## src/rtl/traffic_input_conditioner.sv

```systemverilog
// Input conditioning for the traffic controller: 2-flop sync + debounce on the
// pedestrian button and both loop detectors, ped request latch, windowed vehicle counts.
module traffic_input_conditioner #(
    parameter int unsigned DEBOUNCE_CYCLES = 4,
    parameter int unsigned WINDOW_CYCLES   = 64
) (
    input  logic       clk,
    input  logic       reset,
    input  logic       pedButtonRaw,
    input  logic       mainLoopRaw,
    input  logic       sideLoopRaw,
    input  logic       pedClear,
    output logic       pedButton,
    output logic [2:0] mainTrafficIn,
    output logic [2:0] sideTrafficIn,
    output logic       windowDone
);

    localparam int unsigned N_CH  = 3;
    localparam int unsigned CNT_W = $clog2(DEBOUNCE_CYCLES + 1);
    localparam int unsigned WIN_W = $clog2(WINDOW_CYCLES);
    localparam int unsigned CH_PED  = 0;
    localparam int unsigned CH_MAIN = 1;
    localparam int unsigned CH_SIDE = 2;

    logic [N_CH-1:0]  raw_c;
    logic [N_CH-1:0]  s1_q, s2_q;
    logic [N_CH-1:0]  deb_q, deb_d;
    logic [CNT_W-1:0] cnt_q [N_CH];
    logic [CNT_W-1:0] cnt_d [N_CH];
    logic [N_CH-1:0]  rise_c;

    logic             ped_q, ped_d;
    logic [WIN_W-1:0] win_q, win_d;
    logic             win_edge_c;
    logic [2:0]       acc_main_q, acc_main_d, acc_side_q, acc_side_d;
    logic [2:0]       sum_main_c, sum_side_c;
    logic [2:0]       main_q, main_d, side_q, side_d;
    logic             done_q, done_d;

    function automatic logic [2:0] sat_inc(input logic [2:0] a, input logic inc);
        return (a == 3'd7) ? 3'd7 : a + {2'b00, inc};
    endfunction

    assign raw_c = {sideLoopRaw, mainLoopRaw, pedButtonRaw};

    // Per-channel debounce: a level flips only after DEBOUNCE_CYCLES straight disagreements.
    always_comb begin
        deb_d  = deb_q;
        rise_c = '0;
        for (int i = 0; i < N_CH; i++) begin
            cnt_d[i] = cnt_q[i];
            if (s2_q[i] == deb_q[i]) begin
                cnt_d[i] = '0;
            end else if (cnt_q[i] == CNT_W'(DEBOUNCE_CYCLES - 1)) begin
                deb_d[i]  = s2_q[i];
                cnt_d[i]  = '0;
                rise_c[i] = s2_q[i];
            end else begin
                cnt_d[i] = cnt_q[i] + CNT_W'(1);
            end
        end
    end

    // Ped latch, window counter and saturating accumulators; set beats clear.
    always_comb begin
        ped_d      = ped_q;
        win_d      = win_q + WIN_W'(1);
        win_edge_c = (win_q == WIN_W'(WINDOW_CYCLES - 1));
        sum_main_c = sat_inc(acc_main_q, rise_c[CH_MAIN]);
        sum_side_c = sat_inc(acc_side_q, rise_c[CH_SIDE]);
        acc_main_d = sum_main_c;
        acc_side_d = sum_side_c;
        main_d     = main_q;
        side_d     = side_q;
        done_d     = 1'b0;

        if (rise_c[CH_PED]) begin
            ped_d = 1'b1;
        end else if (pedClear) begin
            ped_d = 1'b0;
        end

        if (win_edge_c) begin
            win_d      = '0;
            main_d     = sum_main_c;
            side_d     = sum_side_c;
            acc_main_d = '0;
            acc_side_d = '0;
            done_d     = 1'b1;
        end
    end

    always_ff @(posedge clk) begin
        if (!reset) begin
            s1_q       <= '0;
            s2_q       <= '0;
            deb_q      <= '0;
            for (int i = 0; i < N_CH; i++) begin
                cnt_q[i] <= '0;
            end
            ped_q      <= 1'b0;
            win_q      <= '0;
            acc_main_q <= '0;
            acc_side_q <= '0;
            main_q     <= '0;
            side_q     <= '0;
            done_q     <= 1'b0;
        end else begin
            s1_q       <= raw_c;
            s2_q       <= s1_q;
            deb_q      <= deb_d;
            for (int i = 0; i < N_CH; i++) begin
                cnt_q[i] <= cnt_d[i];
            end
            ped_q      <= ped_d;
            win_q      <= win_d;
            acc_main_q <= acc_main_d;
            acc_side_q <= acc_side_d;
            main_q     <= main_d;
            side_q     <= side_d;
            done_q     <= done_d;
        end
    end

    assign pedButton     = ped_q;
    assign mainTrafficIn = main_q;
    assign sideTrafficIn = side_q;
    assign windowDone    = done_q;

endmodule

```

## config.mk

```make
export PLATFORM = sky130hd
export DESIGN_NAME = traffic_input_conditioner
export DESIGN_NICKNAME = d
export VERILOG_FILES = /design/src/rtl/traffic_input_conditioner.sv
export SDC_FILE = /design/constraint.sdc
export NUM_CORES = 1
export LEC_CHECK = 0
export ABC_AREA = 1
export CELL_PAD_IN_SITES_DETAIL_PLACEMENT = 1
export CELL_PAD_IN_SITES_GLOBAL_PLACEMENT = 2
export CORE_UTILIZATION = 35
export DETAILED_ROUTE_END_ITERATION = 6
export GPL_TIMING_DRIVEN = 1
export PLACE_DENSITY = 0.82
export SKIP_CTS_REPAIR_TIMING = 1
export SLEW_MARGIN = 20
export SYNTH_ARGS = -nofsm -noshare
export SYNTH_HDL_FRONTEND = slang
export SYNTH_SLANG_ARGS = --single-unit
```

## constraint.sdc

```tcl
create_clock -name clk -period 3.09 [get_ports clk]
set_input_delay 0.309 -clock clk [delete_from_list [all_inputs] [get_ports clk]]
set_output_delay 0.309 -clock clk [all_outputs]
set_load 0.05 [all_outputs]
```

==> results of run 1 <==
[power by group through the flow]
stage                     registers [uW]  clock network (uW)  logic (uW)
final                                503                 345        31.0
after global routing                 504                 379        36.2
after CTS                            503                 363        32.0
after detailed placement             515                   0        31.8
after global placement               514                   0        30.3
after floorplan                      513                   0        19.2
[per-layer routing]
layer / vias to the layer above / track usage [%]
met5: - / 0
met4: 0 / 7.18
met3: 4 / 5.14
met2: 10 / 26.3
met1: 534 / 15.5
li1: 586 / -
[cell families (layout without fill, tap and decap cells)]
kind of cell / after synthesis / count (layout) / share of synthesized area (%)
simple gates: 80 / 80 / 23.7
flops: 38 / 38 / 51.3
buf+inv: 34 / 54 / 8.94
compound gates: 12 / 12 / 4.47
fa+ha+maj: 11 / 11 / 9.27
xor+xnor: 4 / 4 / 2.36
[placed cells by master, fill, tap and decap left out]
master | synthesis | routed
o21bai_1 | 1 | 1
xor2_1 | 4 | 4
clkdlybuf4s50_1 | 0 | 13
o22ai_1 | 1 | 1
and2_1 | 2 | 2
clkinv_2 | 0 | 1
nand3_2 | 1 | 1
inv_2 | 1 | 1
o31ai_1 | 1 | 1
nor2_1 | 20 | 20
nand2_1 | 36 | 36
o21ai_1 | 2 | 2
dfxtp_1 | 38 | 38
nor2_4 | 2 | 2
clkbuf_8 | 0 | 6
inv_1 | 31 | 31
ha_1 | 11 | 11
nand3_1 | 18 | 18
buf_4 | 1 | 1
nand2_2 | 1 | 1
clkbuf_1 | 0 | 1
a21oi_1 | 7 | 7
[worst reg2reg max path, cell delays in order (launching register included)]
cell     delay, ps
dfxtp_1        320
ha_1           190
ha_1           180
inv_1          110
nor2_1          70
ha_1           190
ha_1           200
nand2_1         70
nand3_1         90
and2_1         170
[flip-flops by register name, summed over array words and instances (netlist names), 3 cells and up]
name / flops
acc_main_q: 3
acc_side_q: 3
cnt_q: 9
deb_q: 3
mainTrafficIn: 3
s1_q: 3
s2_q: 3
sideTrafficIn: 3
win_q: 6
[worst max path at each step]
stage	from	endpoint	slack [ps]	cells past startpoint
final	mainTrafficIn[2]$_SDFFE_PN0P_	mainTrafficIn[2]	1350	1
after CTS	sideTrafficIn[2]$_SDFFE_PN0P_	sideTrafficIn[2]	1330	1
after global placement	reset	acc_main_q[0]$_SDFF_PP0_	1380	4
after detailed placement	reset	acc_main_q[1]$_SDFF_PP0_	1330	4
after global routing	cnt_q[0][6]$_SDFF_PP0_	acc_side_q[2]$_SDFF_PP0_	1270	9
after floorplan	cnt_q[0][3]$_SDFF_PP0_	mainTrafficIn[1]$_SDFFE_PN0P_	1540	10
[final cells by class]
type / instances / area (um^2)
Clock buffer: 7 / 86.3
Clock inverter: 1 / 5.00
Fill cell: 500 / 2270
Inverter: 32 / 120
Multi-Input combinational cell: 107 / 591
Sequential cell: 38 / 761
Tap cell: 50 / 62.6
Timing Repair Buffer: 14 / 138
[stage by stage]
step                      power, uW  setup slack [ps]  std cells  area, um^2  hold slack, ps
after floorplan                 533              1540        179        1480             390
after global placement          544              1380        241        1670             395
after detailed placement        546              1330        241        1670             401
after CTS                       898              1330        249        1760             419
after global routing            919              1270        249        1760             448
final                           879              1350        249        1760             415
==> results.md, run 1 <==
- CTS Buf Count: 5
- Clock Latency Late Sink: 290 ps
- Initial antenna violation count: 0
- Initial core utilization: 36.8%
- Post-Route WL: 2.77 mm
- Max incr delay on CP: 810 ps
- Final Max Tran Viols: 0
- Synth top cells by count: dfxtp_1, nand2_1, inv_1, nor2_1, nand3_1
- Top cell type's share of synthesized area: 51.3%
- Worst R2R Start: cnt_q[0][6]$_SDFF_PP0_
- Clk_skew: 4.57 ps
- R2R setup slack: 1400 ps
- Synth Area per Inst: 8.29 um^2
- Count leader, synth: dfxtp_1
- CP max stage cell: clkdlybuf4s50_1
- Num ports: 14
- Met3 WL post-DR: 88 um
- Share of the yosys chip area belonging to registers: 51.3%
- WP buf/inv: 1
- Core area: 0.00403 mm^2
- Row count: 23
- Highest Signal Layer: met4
- Outcome: completed
- Die area: 0.00450 mm^2
- Leak: 0.000813 uW
- Detailed-route wire length per cell: 11.1 um
- Final #Nets: 215
- Setup TNS: 0 ps
- Setup crit end kind: primary output
- Synthesis-to-finish area growth: 18.8%
- Worst-Margin Slew: 520 ps
- Met1 WL: 1.23 mm
- Async SR Flop Fraction: 0%
- Fraction of layout cells with a size suffix above 1: 6.53%
- Die Width: 67.1 um
- Hold path cells: 2
- Hold Path Sink: s2_q[1]$_SDFF_PN0_
- Pwr Density: 499 mW/mm^2
- Synthesized area: 0.00148 mm^2
- FMAX: 574 MHz
- Post-route ant nets: 0
- Worst Hold Launch: s1_q[1]$_SDFF_PN0_
- Sw power: 188 uW
- Sequential Power Share: 57.2%
- Worst-path cell chain: clkdlybuf4s50_1
- Combinational power share: 3.5%
- Tmin final: 1740 ps
- Global Route Usage Sum: 14.9%
- Port Buf Inserts: 13
- Final setup vio count: 0
- Synth cell types: 19
- Final Util: 43.8%
- DR vias: 1,134
- ANT cells: 0
- Net count after synthesis: 196
- Syn. warnings: 0
- Pre-antenna DRT Iters: 4
- HP Class: reg2reg
- GRT Residual Overflow: 0
- Critical Path Start Type: flip-flop
- GPL Wtd Cong: 0.713
- Critical R2R Capture: acc_side_q[2]$_SDFF_PP0_
- Post-synthesis register bit count: 38
- WP data arrival: 1430 ps
- Dpl hpwl: 2.10 mm
- Post-synth EDFFs: 0
- Vias in the first global route: 1,147
- Crit path kind: reg2out
- Synth top area cells: dfxtp_1, ha_1, nand2_1
- Sw Ratio: 21.4%
- Post-Syn Instances: 179
- Final worst-path cycle share: 56.4%
- Max Cap Viol: 0
- Ys flop type: dfxtp_1
- R2R depth: 9
- RSZ-0062 raised after global routing: false
- TritonCTS Sinks: 38
- Largest net degree at the start of global routing: 15
- CTS tree: built
- CTS clk-pin slew, worst paths: 70 ps
- Root Driver: clkbuf_8
- First-iteration detailed-routing DRC count: 30
- Int Pwr: 691 uW
- First-pass GRT wire length: 4.84 mm
- Hold Fails Final Rpt: 0
- Cell taking the most area after synthesis: dfxtp_1
- CP required: 2780 ps
- Clock Tree Buf Depth: 2
- Met2 wire length: 1.41 mm
- Clk pwr share: 39.2%
- Residual DRC count: 0
- CP max FO: 2
- Vias per cell: 4.55
- CTS H-tree depth: 2
- Max VDD drop: 0.000229 V
- Die Y-Extent: 67.1 um
- Slew margin rel.: 65.2%
- Crit-path leading delay family: buffers and inverters
Power figures use the tool's default switching activity.
==> inputs of run 2 (changes only) <==
--- a/config.mk
+++ b/config.mk
@@ -8,10 +8,10 @@
 export ABC_AREA = 1
 export CELL_PAD_IN_SITES_DETAIL_PLACEMENT = 1
 export CELL_PAD_IN_SITES_GLOBAL_PLACEMENT = 2
-export CORE_UTILIZATION = 35
+export CORE_UTILIZATION = 30
 export DETAILED_ROUTE_END_ITERATION = 6
 export GPL_TIMING_DRIVEN = 1
-export PLACE_DENSITY = 0.82
+export PLACE_DENSITY = 0.75
 export SKIP_CTS_REPAIR_TIMING = 1
 export SLEW_MARGIN = 20
 export SYNTH_ARGS = -nofsm -noshare
==> constraint.sdc (replaced) <==
create_clock -name clk -period 1.5 [get_ports clk]
set_input_delay 0.15 -clock clk [delete_from_list [all_inputs] [get_ports clk]]
set_output_delay 0.15 -clock clk [all_outputs]
set_load 0.05 [all_outputs]
==> results.md, run 2 (same netlist as run 1, synthesis figures left out) <==
- Outcome: completed
- Clock Tree Buf Depth: 2 (unchanged)
- Initial core utilization: 31.2% (-5.6 points)
- Max VDD drop: 0.000522 V (+130%)
- Crit path kind: reg2reg
- Final Util: 41.2% (-2.5 points)
- Tmin final: 1490 ps
- Vias in the first global route: 1,166 (+1.7%)
- Critical Path Start Type: flip-flop
- Die area: 0.00523 mm^2 (+16%)
- Post-Route WL: 3.07 mm (+11%)
- Max incr delay on CP: 340 ps (-470 ps)
- Setup WS pre-CTS: -150 ps (-1480 ps)
- Layout fillers: 579 (+16%)
- Setup crit end kind: flip-flop
- Residual DRC count: 0 (unchanged)
- GPL Wtd Cong: 0.823 (+15%)
- DR vias: 1,164 (+2.6%)
- Setup TNS: 0 ps (unchanged)
- Setup slack after layout: 8.37 ps (-1340 ps)
- Worst-path cell chain: ha_4 -> ha_4 -> inv_2 -> nor2_2 -> ha_2 -> ha_4 -> nand2_1 -> nand3_2 -> and2_1
- Final worst-path cycle share: 99.4%
- RSZ-0062 raised after global routing: true
- Vias per cell: 4.26 (-6.4%)
- Largest net degree at the start of global routing: 13 (-2)
- TritonCTS Sinks: 38 (unchanged)
- CP max stage cell: dfxtp_2
- Clk pwr share: 43.2% (+4.0 points)
- Combinational power share: 3.6% (about the same)
- Int Pwr: 1560 uW (+130%)
- Num ports: 14 (unchanged)
- Largest registers: cnt_q: 9 flops, win_q: 6 flops
- Slew margin rel.: 83.8% (+19 points)
- Top reg by flops: cnt_q
- Initial antenna violation count: 0 (unchanged)
- Most common library cell in the layout ignoring fill and taps: dfxtp_1
- Placed Instances: 262 (+8.7%)
- CTS clk-pin slew, worst paths: 80 ps (about the same)
- FMAX: 670 MHz
- HP Class: in2reg
- First-iteration detailed-routing DRC count: 37 (+23%)
- Clk_skew: 10.6 ps (+6.01 ps)
- Die Y-Extent: 72.3 um (+7.8%)
- Pre-antenna DRT Iters: 3 (-1)
- Hold Fails Final Rpt: 0 (unchanged)
- CTS H-tree depth: 2 (unchanged)
- Max Cap Viol: 0 (unchanged)
- ANT cells: 0 (unchanged)
- Post-route ant nets: 0 (unchanged)
- Final #Nets: 222 (+3.3%)
- GRT Residual Overflow: 0 (unchanged)
- Leak: 0.000868 uW (+6.8%)
- CP max FO: 2 (unchanged)
- Most used cell, CP: ha_4
- Max FFs per register: 9 (unchanged)
- Port Buf Inserts: 13 (unchanged)
- Sw power: 398 uW (+110%)
- CP required: 1690 ps (-1090 ps)
- Clock Latency Late Sink: 290 ps (about the same)
- Area after DPL: 0.00171 mm^2 (+2.5%)
- Pwr Density: 997 mW/mm^2 (+100%)
- Fraction of layout cells with a size suffix above 1: 27.7% (+21 points)
- Final Max Tran Viols: 0 (unchanged)
- Sequential Power Share: 53.1% (-4.1 points)
- Final setup vio count: 0 (unchanged)
- Row count: 25 (+8.7%)
- Synthesis-to-finish area growth: 32.0%
- Most frequent cells in the layout: dfxtp_1, nand2_1, inv_1, nor2_1, buf_4
- Global Route Usage Sum: 13.6% (-1.3 points)
- CTS Buf Count: 5 (unchanged)
- Sw Ratio: 20.4% (-1.0 points)
- Detailed-route wire length per cell: 11.2 um (+1.2%)
- Non-Filler Instances: 273 (+9.6%)
- Die Width: 72.3 um (+7.8%)
- Root Driver: clkbuf_8
- CTS tree: built
- Worst-Margin Slew: 241 ps (-278 ps)
- Post-route cell area: 0.00196 mm^2 (+11%)
- Dpl hpwl: 2.26 mm (+7.4%)
- First-pass GRT wire length: 5.24 mm (+8.3%)
- Core area: 0.00475 mm^2 (+18%)
- WP data arrival: 1680 ps (+250 ps)
## run 2: routing by layer
layer	routed length (um)	vias to the layer above	track usage, %
li1	-	606	-
met1	1400	535	15.2
met2	1500	16	22.1
met3	109	7	5.42
met4	68	0	7.19
met5	0	-	0
## run 2: final timing paths
check / startpoint / end / slack (ps) / depth (start not counted)
setup / recovery: cnt_q[0][3]$_SDFF_PP0_ / acc_main_q[2]$_SDFF_PP0_ / 8 / 9
hold / removal: mainLoopRaw / s1_q[1]$_SDFF_PN0_ / 390 / 3
setup reg to reg: cnt_q[0][3]$_SDFF_PP0_ / acc_main_q[2]$_SDFF_PP0_ / 8 / 9
hold reg to reg: s1_q[1]$_SDFF_PN0_ / s2_q[1]$_SDFF_PN0_ / 420 / 2
## run 2: critical path: cells and delay by family (launching register included)
kind / cells / cell delay, ps
DFF: 1 / 340
adders and majority gates: 4 / 640
and+or+nand+nor: 4 / 360
buffers and inverters: 1 / 50
## run 2: final cells by class
cell class	count	area (um^2)	share of cell area (%)
clock buffers	7	76.3	3.90
clock inverters	1	30.0	1.53
inverters	32	120	6.13
multi-input cells	107	713	36.4
flip-flops and latches	38	766	39.1
well taps	67	83.8	4.28
repair buffers	21	170	8.68
## run 2: per-stage QoR
step	hold WS, ps	power, uW
floorplan	248	1100
global placement	394	1120
detailed placement	406	1130
CTS	382	1980
global route	393	2050
finish	387	1950
## run 2: power groups by stage
stage	clock network, uW	logic, uW	registers (uW)
2_1_floorplan	0	39.7	1060
3_3_place_gp	0	65.9	1060
3_5_place_dp	0	70.8	1060
4_1_cts	876	70.5	1040
5_1_grt	927	82.6	1040
6_report	845	71.3	1040
